$ cat config.mk
export PLATFORM = sky130hd
export DESIGN_NAME = eight_queen_controller_flat
export DESIGN_NICKNAME = d
export VERILOG_FILES = /design/src/rtl/eight_queen_pkg.sv /design/src/rtl/eight_queen_controller_if.sv /design/src/rtl/eight_queen_column_stack.sv /design/src/rtl/eight_queen_controller.sv /design/src/flat_wrapper.sv
export SDC_FILE = /design/constraint.sdc
export NUM_CORES = 1
export LEC_CHECK = 0
export CAP_MARGIN = 5
export CORE_MARGIN = 2
export CORE_UTILIZATION = 53
export DETAILED_ROUTE_END_ITERATION = 12
export PLACE_DENSITY = 0.79
export SYNTH_ARGS = -nofsm -noshare
export SYNTH_HDL_FRONTEND = slang
export SYNTH_HIERARCHICAL = 1
export SYNTH_SLANG_ARGS = --single-unit
$ cat constraint.sdc
create_clock -name i_clk -period 3.4 [get_ports i_clk]
set_input_delay 0.68 -clock i_clk [delete_from_list [all_inputs] [get_ports i_clk]]
set_output_delay 0.68 -clock i_clk [all_outputs]
set_load 0.02 [all_outputs]
$ cat src/rtl/eight_queen_pkg.sv
// -----------------------------------------------------------------------------
// eight_queen_pkg
// Shared types and helpers for the N-queens sequencing controller.
//   CW          : column/row index width (fixed at 3)
//   N_MIN/N_MAX : legal board-size range
//   QW          : width of the flat column stack (N_MAX rows of CW bits)
//   state_t     : controller FSM states
//   queen_at    : extract the column stored for one row of the flat stack
//   col_onehot  : one-hot column vector for an output beat
// -----------------------------------------------------------------------------
package eight_queen_pkg;

    localparam int CW    = 3;
    localparam int N_MIN = 4;
    localparam int N_MAX = 8;
    localparam int QW    = N_MAX * CW;

    typedef enum logic [2:0] {
        S_IDLE      = 3'd0,
        S_CHECK     = 3'd1,
        S_BACKTRACK = 3'd2,
        S_EMIT      = 3'd3,
        S_DONE      = 3'd4
    } state_t;

    // Row r lives in bits [CW*r+CW-1 : CW*r] of the flat stack.
    function automatic logic [CW-1:0] queen_at(input logic [QW-1:0] q,
                                               input logic [CW-1:0] row);
        return q[row*CW +: CW];
    endfunction

    function automatic logic [N_MAX-1:0] col_onehot(input logic [CW-1:0] col);
        logic [N_MAX-1:0] v;
        v      = '0;
        v[col] = 1'b1;
        return v;
    endfunction

endpackage

$ cat src/rtl/eight_queen_controller_if.sv
// -----------------------------------------------------------------------------
// eight_queen_controller_if
// Handshake, checker and output-stream signals of the N-queens controller.
//   start     : begin a search (host -> controller)
//   conflict  : combinational checker answer for (cand_row, cand_col)
//   ready     : controller idle
//   done      : one-cycle pulse at the end of a search
//   found     : a solution was streamed by the current/last search
//   cand_row  : row under test
//   cand_col  : column under test
//   queens    : flat placed-queen column stack, row r at [3r+2:3r]
//   out_valid : out_bus beat valid
//   out_bus   : one-hot column of the row being streamed
// master = controller side, slave = host/checker side.
// -----------------------------------------------------------------------------
interface eight_queen_controller_if;
    import eight_queen_pkg::*;

    logic              start;
    logic              conflict;
    logic              ready;
    logic              done;
    logic              found;
    logic [CW-1:0]     cand_row;
    logic [CW-1:0]     cand_col;
    logic [QW-1:0]     queens;
    logic              out_valid;
    logic [N_MAX-1:0]  out_bus;

    modport master (
        input  start, conflict,
        output ready, done, found, cand_row, cand_col, queens, out_valid, out_bus
    );

    modport slave (
        output start, conflict,
        input  ready, done, found, cand_row, cand_col, queens, out_valid, out_bus
    );

endinterface

$ cat src/rtl/eight_queen_column_stack.sv
// -----------------------------------------------------------------------------
// eight_queen_column_stack
// N_MAX x CW register file holding the column of the queen placed in each row.
// One write port, flat read-out of all rows. Entries not being written keep
// their last value, so rows above the current search depth stay stable.
//   i_clk    : clock
//   i_rst_n  : synchronous active-low reset (clears all rows)
//   i_clear  : synchronous clear strobe (start of a new search)
//   i_we     : write enable
//   i_waddr  : row to write
//   i_wdata  : column value to write
//   o_q      : flat stack, row r at [CW*r+CW-1 : CW*r]
// -----------------------------------------------------------------------------
module eight_queen_column_stack
    import eight_queen_pkg::*;
(
    input  logic          i_clk,
    input  logic          i_rst_n,
    input  logic          i_clear,
    input  logic          i_we,
    input  logic [CW-1:0] i_waddr,
    input  logic [CW-1:0] i_wdata,
    output logic [QW-1:0] o_q
);

    logic [N_MAX-1:0][CW-1:0] r_col;

    always_ff @(posedge i_clk) begin
        if (!i_rst_n || i_clear) begin
            r_col <= '0;
        end else if (i_we) begin
            r_col[i_waddr] <= i_wdata;
        end
    end

    assign o_q = r_col;

endmodule

$ cat src/rtl/eight_queen_controller.sv
// -----------------------------------------------------------------------------
// eight_queen_controller
// Depth-first backtracking N-queens sequencer. One candidate square is tested
// per cycle against an external combinational checker; on success the board
// is streamed one row per cycle as one-hot columns, followed by a done pulse.
//   N            : board size, legal range N_MIN..N_MAX
//   i_clk        : clock, rising edge
//   i_user_reset : synchronous active-low reset
//   bus          : eight_queen_controller_if.master (handshake, checker, stream)
// All outputs are registered except ready, which is decoded from the state.
// -----------------------------------------------------------------------------
module eight_queen_controller
    import eight_queen_pkg::*;
#(
    parameter int N = 8
) (
    input  logic                       i_clk,
    input  logic                       i_user_reset,
    eight_queen_controller_if.master   bus
);

    localparam logic [CW-1:0] LAST = CW'(N - 1);

    state_t            r_state;
    state_t            w_state_nxt;
    logic [CW-1:0]     r_cand_row;
    logic [CW-1:0]     w_row_nxt;
    logic [CW-1:0]     r_cand_col;
    logic [CW-1:0]     w_col_nxt;
    logic [CW-1:0]     r_emit_idx;
    logic [CW-1:0]     w_idx_nxt;
    logic              r_found;
    logic              w_found_nxt;
    logic              r_done;
    logic              w_done_nxt;
    logic              r_out_valid;
    logic              w_ov_nxt;
    logic [N_MAX-1:0]  r_out_bus;
    logic [N_MAX-1:0]  w_bus_nxt;

    logic              w_clear;
    logic              w_we;
    logic [QW-1:0]     w_queens;
    logic [CW-1:0]     w_prev_row;
    logic [CW-1:0]     w_prev_col;

    eight_queen_column_stack u_stack (
        .i_clk   (i_clk),
        .i_rst_n (i_user_reset),
        .i_clear (w_clear),
        .i_we    (w_we),
        .i_waddr (r_cand_row),
        .i_wdata (r_cand_col),
        .o_q     (w_queens)
    );

    // Row we return to when the current row runs out of columns.
    assign w_prev_row = r_cand_row - 1'b1;
    assign w_prev_col = queen_at(w_queens, w_prev_row);

    always_ff @(posedge i_clk) begin
        if (!i_user_reset) begin
            r_state     <= S_IDLE;
            r_cand_row  <= '0;
            r_cand_col  <= '0;
            r_emit_idx  <= '0;
            r_found     <= 1'b0;
            r_done      <= 1'b0;
            r_out_valid <= 1'b0;
            r_out_bus   <= '0;
        end else begin
            r_state     <= w_state_nxt;
            r_cand_row  <= w_row_nxt;
            r_cand_col  <= w_col_nxt;
            r_emit_idx  <= w_idx_nxt;
            r_found     <= w_found_nxt;
            r_done      <= w_done_nxt;
            r_out_valid <= w_ov_nxt;
            r_out_bus   <= w_bus_nxt;
        end
    end

    always_comb begin
        w_state_nxt = r_state;
        w_row_nxt   = r_cand_row;
        w_col_nxt   = r_cand_col;
        w_idx_nxt   = r_emit_idx;
        w_found_nxt = r_found;
        // done/out_valid/out_bus are pulses: zero unless a state asserts them,
        // which also keeps out_bus at 0 whenever out_valid is low.
        w_done_nxt  = 1'b0;
        w_ov_nxt    = 1'b0;
        w_bus_nxt   = '0;
        w_clear     = 1'b0;
        w_we        = 1'b0;

        case (r_state)
            S_IDLE: begin
                if (bus.start) begin
                    w_clear     = 1'b1;
                    w_row_nxt   = '0;
                    w_col_nxt   = '0;
                    w_found_nxt = 1'b0;
                    w_state_nxt = S_CHECK;
                end
            end

            S_CHECK: begin
                if (!bus.conflict) begin
                    w_we = 1'b1;
                    if (r_cand_row == LAST) begin
                        // Row 0 was placed long ago, so beat 0 can be launched
                        // on the same edge that places the last queen.
                        w_idx_nxt   = '0;
                        w_ov_nxt    = 1'b1;
                        w_bus_nxt   = col_onehot(queen_at(w_queens, '0));
                        w_found_nxt = 1'b1;
                        w_state_nxt = S_EMIT;
                    end else begin
                        w_row_nxt = r_cand_row + 1'b1;
                        w_col_nxt = '0;
                    end
                end else if (r_cand_col < LAST) begin
                    w_col_nxt = r_cand_col + 1'b1;
                end else begin
                    w_state_nxt = S_BACKTRACK;
                end
            end

            S_BACKTRACK: begin
                if (r_cand_row == '0) begin
                    // Unreachable for legal N; ends the search without a result.
                    w_found_nxt = 1'b0;
                    w_done_nxt  = 1'b1;
                    w_state_nxt = S_DONE;
                end else begin
                    w_row_nxt = w_prev_row;
                    if (w_prev_col != LAST) begin
                        w_col_nxt   = w_prev_col + 1'b1;
                        w_state_nxt = S_CHECK;
                    end
                end
            end

            S_EMIT: begin
                if (r_emit_idx == LAST) begin
                    w_done_nxt  = 1'b1;
                    w_state_nxt = S_DONE;
                end else begin
                    w_idx_nxt = r_emit_idx + 1'b1;
                    w_ov_nxt  = 1'b1;
                    w_bus_nxt = col_onehot(queen_at(w_queens, r_emit_idx + 1'b1));
                end
            end

            S_DONE: begin
                w_state_nxt = S_IDLE;
            end

            default: begin
                w_state_nxt = S_IDLE;
            end
        endcase
    end

    assign bus.ready     = (r_state == S_IDLE);
    assign bus.done      = r_done;
    assign bus.found     = r_found;
    assign bus.cand_row  = r_cand_row;
    assign bus.cand_col  = r_cand_col;
    assign bus.queens    = w_queens;
    assign bus.out_valid = r_out_valid;
    assign bus.out_bus   = r_out_bus;

endmodule
$ cat src/flat_wrapper.sv
// flat-port wrapper written by rule: the top's interface ports become plain ports
module eight_queen_controller_flat import eight_queen_pkg::*;
#(
    parameter int N = 8
)
  (i_clk, i_user_reset, bus_start, bus_conflict, bus_ready, bus_done, bus_found, bus_cand_row, bus_cand_col, bus_queens, bus_out_valid, bus_out_bus);
  eight_queen_controller_if bus_i ();
  input  logic i_clk;
  input  logic i_user_reset;
  input wire logic [$bits(bus_i.start)-1:0] bus_start;
  input wire logic [$bits(bus_i.conflict)-1:0] bus_conflict;
  output wire logic [$bits(bus_i.ready)-1:0] bus_ready;
  output wire logic [$bits(bus_i.done)-1:0] bus_done;
  output wire logic [$bits(bus_i.found)-1:0] bus_found;
  output wire logic [$bits(bus_i.cand_row)-1:0] bus_cand_row;
  output wire logic [$bits(bus_i.cand_col)-1:0] bus_cand_col;
  output wire logic [$bits(bus_i.queens)-1:0] bus_queens;
  output wire logic [$bits(bus_i.out_valid)-1:0] bus_out_valid;
  output wire logic [$bits(bus_i.out_bus)-1:0] bus_out_bus;
  assign bus_i.start = bus_start;
  assign bus_i.conflict = bus_conflict;
  assign bus_ready = bus_i.ready;
  assign bus_done = bus_i.done;
  assign bus_found = bus_i.found;
  assign bus_cand_row = bus_i.cand_row;
  assign bus_cand_col = bus_i.cand_col;
  assign bus_queens = bus_i.queens;
  assign bus_out_valid = bus_i.out_valid;
  assign bus_out_bus = bus_i.out_bus;
  eight_queen_controller #(.N(N)) u_core (.i_clk(i_clk), .i_user_reset(i_user_reset), .bus(bus_i));
endmodule
==> key figures, run 1 <==
Floorplan
  – Core Area: 0.00507 mm2
  – Chip Height: 76.2 um
  – Die ar.: 0.00580 mm2
  – Die Width: 76.2 um
  – Top Ports: 46
  – Initial core utilization: 54.4%
  – Row count: 26

Finish
  – Diode count: 0
  – Layout area overhead: 21.3%
  – Layout net count: 315
  – Fill cell count: 431
  – Layout cell share with drive strength beyond 1: 11.3%

Yosys
  – Top FF cell, synth: dfxtp_1
  – Synth area leader: dfxtp_1
  – Sequential cell area fraction in the yosys report: 34.1%
  – Post-synthesis simple-gate area fraction: 23.3%
  – Post-synth cell types: 58
  – Synth Area per Inst: 10.5 um2
  – Top post-synthesis cells by area: dfxtp_1 34%, mux2i_1 11%, nand3b_1 7.9%
  – Multiplexer area fraction after synthesis: 23.4%
  – EDFF count, synth: 0
  – Yosys reg bits: 47
  – Synth Area in XOR/XNOR: 0.317%
  – Synth Area in Compound Gates: 10.7%
  – Ys Warns: 6
  – Main combinational cell family by area after synthesis: multiplexers
  – Post-Syn Area: 0.00276 mm2
  – Asr flop ratio synth: 0%
  – Adder-cell share of the synthesized area: 4.08%
  – Cells after Synth: 264
  – Post-Syn Nets: 277
  – Top cell type's share of synthesized area: 34.1%

Clock tree
  – Clk_lat worst skew: 0.30 ns
  – Num CTS Buffers: 5
  – Postcts setup bufs: 0
  – CTS tree: yes
  – Root Buffer: clkbuf_8
  – CTS clk-pin slew, worst paths: 0.09 ns
  – Post-CTS Resized: 0
  – Htree depth: 2
  – Clock buffer depth: 2
  – Clock sink total: 47
  – Cts hold-fix bufs: 0

Timing
  – Clock skew: 0.0119 ns
  – Least-Margin Pin Slew: 0.713 ns
  – Hold slack: 0.471 ns
  – Final hold viol count: 0
  – Fmax: 345 MHz
  – Period utilization: 85.2%
  – Final Setup Violations: 0
  – RSZ-0062 raised after global routing: no
  – Max-slew violations: 0
  – Fin crit period: 2.90 ns
  – Worst setup margin: 0.502 ns
  – Setup TNS Final: 0 ns
  – Slew margin rel.: 52.4%

Power
  – Pwr Total: 1.86 mW
  – Pwr Density: 557 mW/mm2
  – Reg power frac: 36.8%
  – Clock power frac: 21.7%
  – Sw frac: 37.8%
  – P_int: 1.16 mW
  – Switching Power: 0.705 mW
  – Peak supply drop: 353 uV
  – Logic gate share of total power: 41.6%
  – Leak: 1.26 nW

Drt
  – DRC errors left: 0
  – DRT Pass-1 Iters: 5
  – DR iter-0 viols: 274
  – Routed vias/inst: 6.35
  – DRT Wirelength: 6980 um
  – Post-route ant nets: 0
  – DR vias: 2361
  – Drt wl/cell: 18.8 um

Hold path
  – Hold Crit Class: register to register

Place
  – Worst slack, placed: 0.514 ns
  – PortBufs: 45
  – Routability cong.: 0.892
  – Hpwl dp: 4890 um

Global routing
  – Vias in the first global route: 2210
  – Grt ovf: 0
  – First-pass GRT wire length: 11300 um
  – Tot GR Track Use: 24.1%
  – Antenna violations before repair: 0
  – Largest net degree at the start of global routing: 38

Run
  – Max_cap viols: 0

Worst setup path
  – Req. time, crit path: 3.58 ns
  – Most common cell on crit path: ha_1
  – Crit path launch type: register
  – CP Data Arrival Time: 3.08 ns
  – Crit path max-delay cell type: dfxtp_1
  – Slowest stage delay, CP: 0.52 ns
  – Critical-path maximum fanout: 12
  – CP cell instances: inv_1, ha_1, mux4_2, mux2_4, ha_1, ha_1, nand2_1, o221ai_1, o41ai_1, a21oi_1
  – Crit end category: register
  – WP buf/inv: 1
  – CP top delay family: adder cells
  – CP Class: register to register

Status
  – Status: finished, final reports clean
flip-flops by register name (all words and copies together), names as in the netlist:
register and flops:
u_core/r_emit_idx 3, u_core/bus.out_bus 8, u_core/bus.cand_row 3, u_core/bus.cand_col 3
u_core/bus.out_valid 1, u_core/bus.found 1, u_core/u_stack/o_q 24, u_core/bus.done 1
u_core/r_state 3
worst reg2reg max path: stages, from the launching register on:
cell and delay [ns]:
dfxtp_1 0.52, inv_1 0.12, ha_1 0.46, mux4_2 0.35, mux2_4 0.29, ha_1 0.20
ha_1 0.18, nand2_1 0.10, o221ai_1 0.15, o41ai_1 0.34, a21oi_1 0.10
area by class of cell:
| cell class | instances | area, um2 | area share, % |
|---|---|---|---|
| clock inverter | 2 | 37.5 | 1.12 |
| tap | 70 | 87.6 | 2.62 |
| inverter | 5 | 18.8 | 0.561 |
| clock buffer | 5 | 68.8 | 2.06 |
| timing repair buffer | 50 | 488 | 14.6 |
| sequential | 47 | 941 | 28.1 |
| multi-input combinational | 193 | 1700 | 50.9 |
worst paths after layout:
| kind | to | slack, ns | from | cells past startpoint |
|---|---|---|---|---|
| worst max register to register | u_core/bus.cand_col[2] | 0.50 | u_core/bus.cand_row[1] | 10 |
| worst min register to register | u_core/r_emit_idx[2] | 0.47 | u_core/r_emit_idx[2] | 2 |
| worst min-delay path | u_core/r_emit_idx[2] | 0.47 | u_core/r_emit_idx[2] | 2 |
| worst max-delay path | u_core/bus.cand_col[2] | 0.50 | u_core/bus.cand_row[1] | 10 |
placed cells by master (no fill, tap or decap), types with 2 or more instances in the layout:
master,n
dfxtp_1,47
clkdlybuf4s50_1,45
mux2i_1,29
nand3b_1,29
nand2_1,12
nor2_1,10
ha_1,9
mux4_2,8
o22ai_1,7
nand4_1,7
a21oi_1,7
clkbuf_8,5
buf_4,5
mux2_2,5
nor3_1,5
nand4bb_1,5
mux4_1,4
inv_1,4
nand3_1,4
a31oi_1,4
nor2b_1,3
nand2b_1,3
o21ai_0,3
o22a_1,2
o221a_2,2
o32ai_1,2
nor4_1,2
or4_1,2
o211ai_1,2
nand4b_1,2
Yosys cell counts (5+ instances only):
cell type / instances
dfxtp_1: 47
mux2i_1: 29
nand3b_1: 29
nand2_1: 12
clkbuf_1: 10
nor2_1: 10
ha_1: 9
mux4_2: 8
a21oi_1: 7
nand4_1: 7
o22ai_1: 7
mux2_2: 5
nand4bb_1: 5
nor3_1: 5
routing by layer:
layer	vias up	wire length (um)	global-route usage, %
met1	1129	3140	32.2
li1	1105	-	-
met3	10	431	4.38
met5	-	0	0
met2	117	3310	39.7
met4	0	96	7.82
per-stage QoR:
step | instance area (um2) | std cells | util (%)
2_1_floorplan | 2760 | 264 | -
6_report | 3350 | 372 | 65.9
3_3_place_gp | 3240 | 365 | 63.8
3_5_place_dp | 3240 | 365 | 63.8
5_1_grt | 3350 | 372 | 65.9
4_1_cts | 3350 | 372 | 65.9
cells by family (layout without fill, tap and decap cells):
group	Yosys count	count (layout)
compound gates	41	41
mux	47	47
flops	47	47
buf+inv	24	62
fa+ha+maj	9	9
xor+xnor	1	1
simple gates	95	95
power groups by stage:
stage,registers [mW],clock network [mW],logic [mW]
finish,0.685,0.404,0.775
floorplan,0.698,0,0.562
global placement,0.693,0,0.745
CTS,0.682,0.411,0.761
detailed placement,0.695,0,0.758
global route,0.696,0.432,0.824
Power figures use the tool's default switching activity.
==> run 2: changes to the inputs <==
--- a/config.mk
+++ b/config.mk
@@ -7,9 +7,9 @@
 export LEC_CHECK = 0
 export CAP_MARGIN = 5
 export CORE_MARGIN = 2
-export CORE_UTILIZATION = 53
+export CORE_UTILIZATION = 38
 export DETAILED_ROUTE_END_ITERATION = 12
-export PLACE_DENSITY = 0.79
+export PLACE_DENSITY = 0.59
 export SYNTH_ARGS = -nofsm -noshare
 export SYNTH_HDL_FRONTEND = slang
 export SYNTH_HIERARCHICAL = 1
==> key figures, run 2 (same netlist as run 1, synthesis figures left out) <==
Place
  – PortBufs: 45 (unchanged)
  – Hpwl dp: 5280 um (+8.0%)
  – Routability cong.: 0.830 (-7.0%)

Clock tree
  – Cts hold-fix bufs: 0 (unchanged)
  – Post-CTS Resized: 0 (unchanged)
  – Num CTS Buffers: 5 (unchanged)
  – Postcts setup bufs: 0 (unchanged)
  – Clock buffer depth: 2 (unchanged)
  – Clk_lat worst skew: 0.30 ns (about the same)
  – Root Buffer: clkbuf_8
  – Htree depth: 2 (unchanged)
  – Clock sink total: 47 (unchanged)
  – CTS clk-pin slew, worst paths: 0.09 ns (about the same)
  – CTS tree: yes

Floorplan
  – Core Area: 0.00714 mm2 (+41%)
  – Die Width: 89.2 um (+17%)
  – Initial core utilization: 38.7% (-16 points)
  – Row count: 31 (+19%)
  – Chip Height: 89.2 um (+17%)
  – Top Ports: 46 (unchanged)
  – Die ar.: 0.00796 mm2 (+37%)

Timing
  – RSZ-0062 raised after global routing: no
  – Final hold viol count: 0 (unchanged)
  – Clock skew: 0.0107 ns (-0.00118 ns)
  – Slew margin rel.: 50.0% (-2.4 points)
  – Max-slew violations: 0 (unchanged)
  – Fin crit period: 2.94 ns (+0.0402 ns)
  – Period utilization: 86.4% (+1.2 points)
  – Setup TNS Final: 0 ns (unchanged)
  – Final Setup Violations: 0 (unchanged)
  – Least-Margin Pin Slew: 0.748 ns (+0.0354 ns)
  – Fmax: 340 MHz (-1.4%)

Hold path
  – Hold Crit Class: register to register

Worst setup path
  – Crit path launch type: register
  – CP Class: register to register
  – Crit end category: register
  – FF-to-FF setup slack: 0.46 ns (-0.04 ns)
  – Critical-path maximum fanout: 12 (unchanged)
  – CP Data Arrival Time: 3.13 ns (+0.05 ns)
  – Req. time, crit path: 3.59 ns (about the same)

Finish
  – Layout net count: 314 (-0.32%)
  – Most common cell after layout, fill and taps aside: dfxtp_1
  – Layout cell share with drive strength beyond 1: 11.3% (unchanged)
  – Most frequent cells in the layout: 47 x dfxtp_1, 45 x clkdlybuf4s50_1, 29 x mux2i_1, 29 x nand3b_1, 12 x nand2_1
  – Fill cell count: 711 (+65%)
  – Reg area: 941 um2 (unchanged)
  – Diode count: 0 (unchanged)
  – Footprint of the multi-input gates: 0.00170 mm2 (unchanged)
  – Layout area overhead: 22.0%
  – Largest register FFs: 24 (unchanged)

Global routing
  – Tot GR Track Use: 19.4% (-4.7 points)
  – Grt ovf: 0 (unchanged)
  – First-pass GRT wire length: 11900 um (+5.0%)
  – GR Layer Usage met1: 25.8% (-6.4 points)
  – Antenna violations before repair: 0 (unchanged)
  – Most used routing layer: met2
  – Met3 Resource Use GR: 3.88% (-0.51 points)
  – Met2 usage in global routing: 32.0% (-7.7 points)
  – Vias in the first global route: 2224 (+0.63%)
  – Largest net degree at the start of global routing: 38 (unchanged)

Run
  – Max_cap viols: 0 (unchanged)

Power
  – Pwr Total: 1.82 mW (-2.5%)
  – Pwr Density: 540 mW/mm2 (-3.1%)
  – Leak: 1.25 nW (-0.63%)
  – Peak supply drop: 152 uV (-57%)

Drt
  – DR iter-0 viols: 157 (-43%)
  – Routed vias/inst: 5.84 (-8.0%)
  – DRC errors left: 0 (unchanged)
  – DRT Wirelength: 7490 um (+7.3%)
  – Post-route ant nets: 0 (unchanged)
  – DR vias: 2341 (-0.85%)
  – DRT Pass-1 Iters: 4 (-1)
  – Drt wl/cell: 18.7 um (-0.43%)

Status
  – Status: finished, final reports clean
==> run 2: area by class of cell <==
| type | count | area share, % |
|---|---|---|
| clock buffers | 6 | 2.45 |
| clock inverters | 2 | 0.483 |
| inverters | 5 | 0.557 |
| multi-input cells | 193 | 50.6 |
| flip-flops and latches | 47 | 27.9 |
| well taps | 99 | 3.68 |
| repair buffers | 49 | 14.3 |
==> run 2: per-layer routing <==
layer	vias to the layer above	wire, um
met4	0	104
li1	1099	-
met3	8	295
met2	78	3680
met1	1156	3410
met5	-	0
==> run 2: worst max-delay path, stage by stage, from the launching register on <==
cell	delay, ns
dfxtp_1	0.53
inv_1	0.12
ha_1	0.44
mux4_2	0.33
mux2_4	0.29
ha_1	0.20
ha_1	0.17
nand2_1	0.11
o221ai_1	0.15
o41ai_1	0.38
a21oi_1	0.10
==> run 2: final timing paths <==
kind,startpoint,end,depth (start not counted)
worst max-delay path,u_core/bus.cand_row[1],u_core/bus.cand_col[2],10
worst min-delay path,u_core/r_emit_idx[2],u_core/r_emit_idx[2],2
worst max register to register,u_core/bus.cand_row[1],u_core/bus.cand_col[2],10
worst min register to register,u_core/r_emit_idx[2],u_core/r_emit_idx[2],2
==> run 2: stage by stage <==
step | utilization (%) | area [um2] | std cells | setup slack, ns | hold slack, ns
floorplan | - | 2760 | 264 | 0.516 | 0.436
global placement | 45.8 | 3270 | 393 | 0.601 | 0.445
detailed placement | 45.8 | 3270 | 393 | 0.484 | 0.451
CTS | 47.2 | 3370 | 401 | 0.474 | 0.464
global route | 47.2 | 3370 | 401 | 0.244 | 0.496
finish | 47.2 | 3370 | 401 | 0.462 | 0.462
==> run 2: power breakdown <==
group          switching (mW)  leakage (nW)  internal [mW]
logic                   0.396         0.825          0.346
clock network           0.197        0.0474          0.166
registers               0.121         0.380          0.591
total                   0.714          1.25           1.10
